### src/rtl/video_pkg.sv
// video_pkg: shared palette field layout and pixel pipeline constants
package video_pkg;
  localparam int PAL_R_LSB = 0;
  localparam int PAL_R_W = 3;
  localparam int PAL_G_LSB = 3;
  localparam int PAL_G_W = 3;
  localparam int PAL_B_LSB = 6;
  localparam int PAL_B_W = 2;
  localparam int PIX_LATENCY = 3;
  localparam int NIBBLE_W = 4;
endpackage

### src/rtl/byte_fifo.sv
// byte_fifo: synchronous byte FIFO with push/pop/clear, occupancy count and registered full
module byte_fifo #(
  parameter int DEPTH = 2
) (
  input  logic                     clk,
  input  logic                     reset,
  input  logic                     clear,
  input  logic                     push,
  input  logic                     pop,
  input  logic [7:0]               wr_data,
  output logic [7:0]               rd_data,
  output logic [$clog2(DEPTH):0]   count,
  output logic                     full
);
  localparam int AW = $clog2(DEPTH);
  localparam int CW = AW + 1;
  logic [7:0] mem [DEPTH];
  logic [AW-1:0] wr_ptr, rd_ptr;
  logic [CW-1:0] count_nxt;
  assign rd_data = mem[rd_ptr];
  assign count_nxt = count + CW'(push) - CW'(pop);
  always_ff @(posedge clk)
    if (push) mem[wr_ptr] <= wr_data;
  always_ff @(posedge clk) begin
    if (reset || clear) begin
      wr_ptr <= '0;
      rd_ptr <= '0;
      count <= '0;
      full <= 1'b0;
    end else begin
      if (push) wr_ptr <= wr_ptr + 1'b1;
      if (pop) rd_ptr <= rd_ptr + 1'b1;
      count <= count_nxt;
      full <= count_nxt == CW'(DEPTH);
    end
  end
endmodule

### src/rtl/palette_pixel_reader.sv
// palette_pixel_reader: buffers packed video bytes, serialises nibbles into palette reads and unpacks RGB
module palette_pixel_reader
  import video_pkg::*;
#(
  parameter int FIFO_DEPTH = 2,
  parameter bit HI_FIRST = 1'b1
) (
  input  logic                 clk,
  input  logic                 reset,
  input  logic                 pix_ce,
  input  logic                 de_in,
  input  logic                 flush,
  input  logic                 byte_valid,
  input  logic [7:0]           byte_data,
  output logic                 byte_ready,
  output logic [NIBBLE_W-1:0]  pal_addr,
  input  logic [7:0]           pal_data,
  output logic [PAL_R_W-1:0]   r_out,
  output logic [PAL_G_W-1:0]   g_out,
  output logic [PAL_B_W-1:0]   b_out,
  output logic                 de_out,
  output logic                 underrun,
  input  logic                 underrun_clr
);
  logic [$clog2(FIFO_DEPTH):0] count;
  logic full, phase, empty, active, consume, pop, push;
  logic [7:0] head;
  logic [NIBBLE_W-1:0] nibble;
  logic s1_valid, s1_de, s1_black, s2_valid, s2_de, s2_black;
  byte_fifo #(.DEPTH(FIFO_DEPTH)) u_fifo (
    .clk(clk),
    .reset(reset),
    .clear(flush),
    .push(push),
    .pop(pop),
    .wr_data(byte_data),
    .rd_data(head),
    .count(count),
    .full(full)
  );
  assign byte_ready = !reset && !flush && !full;
  assign push = byte_valid && byte_ready;
  assign empty = flush || count == '0;
  assign active = pix_ce && de_in;
  assign consume = active && !empty;
  assign pop = consume && phase;
  assign nibble = (phase == HI_FIRST) ? head[3:0] : head[7:4];
  always_ff @(posedge clk) begin
    if (reset) begin
      phase <= 1'b0;
      pal_addr <= '0;
      underrun <= 1'b0;
      {s1_valid, s1_de, s1_black, s2_valid, s2_de, s2_black} <= '0;
      {r_out, g_out, b_out, de_out} <= '0;
    end else begin
      phase <= flush ? 1'b0 : phase ^ consume;
      if (consume) pal_addr <= nibble;
      underrun <= (active && empty) ? 1'b1 : underrun_clr ? 1'b0 : underrun;
      s1_valid <= pix_ce;
      if (pix_ce) {s1_de, s1_black} <= {de_in, !de_in || empty};
      s2_valid <= s1_valid;
      if (s1_valid) {s2_de, s2_black} <= {s1_de, s1_black};
      if (s2_valid) begin
        r_out <= s2_black ? '0 : pal_data[PAL_R_LSB +: PAL_R_W];
        g_out <= s2_black ? '0 : pal_data[PAL_G_LSB +: PAL_G_W];
        b_out <= s2_black ? '0 : pal_data[PAL_B_LSB +: PAL_B_W];
        de_out <= s2_de;
      end
    end
  end
endmodule

### config.mk
export PLATFORM = sky130hd
export DESIGN_NAME = palette_pixel_reader
export DESIGN_NICKNAME = d
export VERILOG_FILES = /design/src/rtl/video_pkg.sv /design/src/rtl/byte_fifo.sv /design/src/rtl/palette_pixel_reader.sv
export SDC_FILE = /design/constraint.sdc
export NUM_CORES = 1
export LEC_CHECK = 0
export ABC_AREA = 1
export CAP_MARGIN = 25
export CORE_MARGIN = 1.5
export CORE_UTILIZATION = 55
export CTS_BUF_LIST = sky130_fd_sc_hd__clkbuf_2
export CTS_CLUSTER_SIZE = 40
export DETAILED_ROUTE_END_ITERATION = 8
export PLACE_DENSITY = 0.92
export SETUP_SLACK_MARGIN = 0.3
export SYNTH_ARGS = -nofsm -noshare
export SYNTH_HDL_FRONTEND = slang
export SYNTH_SLANG_ARGS = --single-unit
### constraint.sdc
create_clock -name clk -period 4.9 [get_ports clk]
set_clock_uncertainty 0.2 [all_clocks]
set_input_delay 1.47 -clock clk [delete_from_list [all_inputs] [get_ports clk]]
set_output_delay 1.47 -clock clk [all_outputs]
set_load 0.05 [all_outputs]
==> results of run 1 <==
power groups by stage:
| stage | clock (mW) | combinational, mW | sequential [mW] |
|---|---|---|---|
| floorplan | 0 | 0.0202 | 0.400 |
| global placement | 0 | 0.0610 | 0.391 |
| detailed placement | 0 | 0.0623 | 0.391 |
| CTS | 0.149 | 0.0628 | 0.384 |
| global route | 0.163 | 0.0673 | 0.384 |
| finish | 0.144 | 0.0627 | 0.383 |
per-layer routing:
metal,global-route usage,vias to the layer above,part of all wire
met1,0.210,589,0.42
met3,0.0791,6,0.064
met4,0.0877,0,0.018
li1,-,694,-
met5,0,-,0
met2,0.338,36,0.50
layout make-up:
type,instances,share of cell area
timing repair buffer,38,0.179
sequential,43,0.471
tap,33,0.0191
clock inverter,3,0.00693
inverter,40,0.0693
multi-input combinational,110,0.243
clock buffer,5,0.0116
logic make-up after synthesis:
group	share of synthesized area
compound gates	0.0466
simple gates	0.232
fa+ha+maj	0.0219
buf+inv	0.0998
xor+xnor	0.00510
flops	0.594
stage by stage:
stage | power [mW] | instances | cell area, sq um
floorplan | 0.421 | 196 | 1720
global placement | 0.452 | 264 | 2130
detailed placement | 0.453 | 264 | 2130
CTS | 0.595 | 272 | 2170
global route | 0.615 | 272 | 2170
finish | 0.590 | 272 | 2170
cell usage in the layout (no fill, tap or decap), types with 2 or more instances in the layout:
cell type | netlist | layout
o21ai_0 | 5 | 5
nand3_1 | 21 | 21
nand2_1 | 49 | 49
nor2_4 | 2 | 2
nor2_1 | 16 | 16
dfxtp_1 | 27 | 27
clkinv_1 | 2 | 4
a21oi_1 | 11 | 11
ha_1 | 3 | 3
edfxtp_1 | 16 | 16
clkdlybuf4s50_1 | 0 | 36
clkbuf_2 | 0 | 5
inv_1 | 38 | 38
flip-flops by register name, indices dropped and copies added, names as in the netlist, named ones only:
signal,cells
s2_de,1
u_fifo.mem,16
phase,1
s1_black,1
s2_black,1
u_fifo.full,1
g_out,3
s1_de,1
u_fifo.wr_ptr,1
u_fifo.count,2
pal_addr,4
de_out,1
s1_valid,1
u_fifo.rd_ptr,1
r_out,3
b_out,2
s2_valid,1
underrun,1
how the worst max path moves through the flow:
stage / from / depth (start not counted) / endpoint / slack [ps]
after floorplan: flush / 3 / byte_ready / 910
after global placement: reset / 5 / byte_ready / 670
after detailed placement: reset / 5 / byte_ready / 660
after CTS: reset / 5 / byte_ready / 650
after global routing: reset / 5 / byte_ready / 620
final: reset / 5 / byte_ready / 650
worst max-delay path, delay by kind of cell:
kind,cells,cell delay [ps]
buffers and inverters,3,760
and+or+nand+nor,2,350
==> summary.txt, run 1 <==
Outcome
  – Outcome: finished clean

Detailed routing
  – Overall via count from detail_route: 1,325
  – Post-route antenna net violation count: 0
  – Total iterations of the first detailed-routing run: 4
  – Wire length reported by the detailed router: 3.04 mm
  – Number of DRC markers after the initial detailed-route iteration: 54
  – Number of DRC violations after detailed routing: 0
  – WL per Instance: 11.2 um
  – Post-detailed-route via-to-cell ratio: 4.87

Worst hold path
  – Type of the most critical hold path: flip-flop to flip-flop
  – WHS Path Cells: 2
  – Endpoint, Worst Hold: r_out[0]
  – Worst min-delay path startpoint: r_out[0]

Pwr
  – Comb power frac: 0.106
  – Highest ir drop seen on vdd: 177 uV
  – Total net switching power: 0.150 mW
  – Total power density per cell area: 272 nW/um^2
  – Switching share of power: 0.254
  – Leak: 0.943 nW
  – Clock share of power: 0.244
  – Seq pwr share: 0.650
  – Int Pwr: 0.440 mW

Timing
  – Fin crit period: 4250 ps
  – Final hold slack: 277 ps
  – Worst-margin pin slew: 723 ps
  – Final Hold Violating Endpoints: 0
  – Final WS setup: 649 ps
  – Setup total negative slack: 0 ps
  – Portion of the clock cycle consumed by the worst path in the final layout: 0.868
  – Final setup violation count: 0
  – Worst max-slew margin expressed relative to the limit: 0.516
  – Peak Freq: 235 MHz
  – Max Transition Viols Final: 0
  – Unrepaired setup endpoints after global routing: no

Worst setup path
  – RR Startpoint: u_fifo.count[1]
  – Kind of start point of the critical path: input pin
  – Cell-by-cell trace of the critical path: clkdlybuf4s50_1 -> nor2_4 -> inv_1 -> nor2_1 -> buf_12
  – Crit path largest cell delay: 490 ps
  – Reg-to-reg endpoint: u_fifo.full
  – Worst EP required: 3230 ps
  – Worst-path cell with the longest stage delay: clkdlybuf4s50_1
  – Type of destination of the critical path: output pin
  – Cells on worst reg2reg path: 15
  – Reg-to-reg setup timing slack: 2780 ps
  – Worst path arrival time: 2580 ps
  – Critical path fanouts, max: 5
  – Category of the critical setup timing path: input pin to output pin

Floorplan
  – Horiz. Die Dim: 58.9 um
  – Die outline area: 3470 sq um
  – Initial core utilization: 0.572
  – Die boundary height: 58.9 um
  – Number of cell rows: 20
  – IO Count: 38
  – Core region area: 3000 sq um

Synth
  – Top cells by instance count after synthesis: 49 x nand2_1, 38 x inv_1, 27 x dfxtp_1, 21 x nand3_1
  – Count of flip-flops with a built-in enable after synthesis: 16
  – Register bit count reported by yosys: 43
  – Cell variety after synth: 16
  – Sequential-to-total area share from yosys stat: 0.594
  – Cell Area, Synth: 1720 sq um
  – Synth Instances: 196
  – Most frequent cell after synthesis: nand2_1
  – Post-Syn Area per Cell: 8.76 sq um
  – Share of async-settable or async-resettable flops after synthesis: 0
  – Share of the synthesized area in the top cell type: 0.315
  – Leading area contributor after synthesis: dfxtp_1
  – Synthesis warning total: 0
  – Synthesized Nets: 222
  – Top_reg_cell synth: dfxtp_1
  – Top cells by area, synth: dfxtp_1 31%, edfxtp_1 28%, nand2_1 11%

GRT
  – Total global routing track utilization: 0.196
  – Global-route wire length before repair: 4.93 mm
  – Remaining Overflow, GRT: 0
  – Number of antenna violations at the first check in global routing: 0
  – Vias in the first global route: 1,173
  – Largest net degree at the start of global routing: 15

Layout
  – Fraction of final layout cells sized beyond drive strength 1: 0.0502
  – Sequential cell area: 1020 sq um
  – Layout net count: 264
  – Diode count: 0
  – Area growth from synthesis to layout: 26.1%
  – Number of inserted filler cells in the final layout: 231
  – Fraction of the core area covered by cells at the end of the flow: 0.721
  – Area of combinational cells with multiple inputs: 526 sq um

Clock tree
  – TritonCTS sink count: 43
  – Total CTS buffers: 5
  – Resized Gates After CTS: 0
  – Reg clk slew, reported paths: 200 ps
  – Hold-fix buffers at CTS: 0
  – Clock latency on the worst-skew pair: 410 ps
  – CTS tree: built
  – Number of buffers inserted by post-CTS setup repair: 0
  – CTS Root Cell: clkbuf_2
  – Number of levels the H-tree was split into: 2
  – Maximum number of buffers from clock root to sink: 2

Run
  – Max-cap violations: 0

Placed design
  – Detail Placement HPWL: 2.19 mm
  – Final Wtd Congestion: 0.814
  – Port-buffer cells: 37
  – Post-Place Setup Slack: 664 ps
Power figures use the tool's default switching activity.
==> inputs of run 2 (changes only) <==
Settings changed: SETUP_SLACK_MARGIN 0.3 to default.
==> results of run 2 <==
No change in the layout: final DEF, timing and power equal those of run 1.
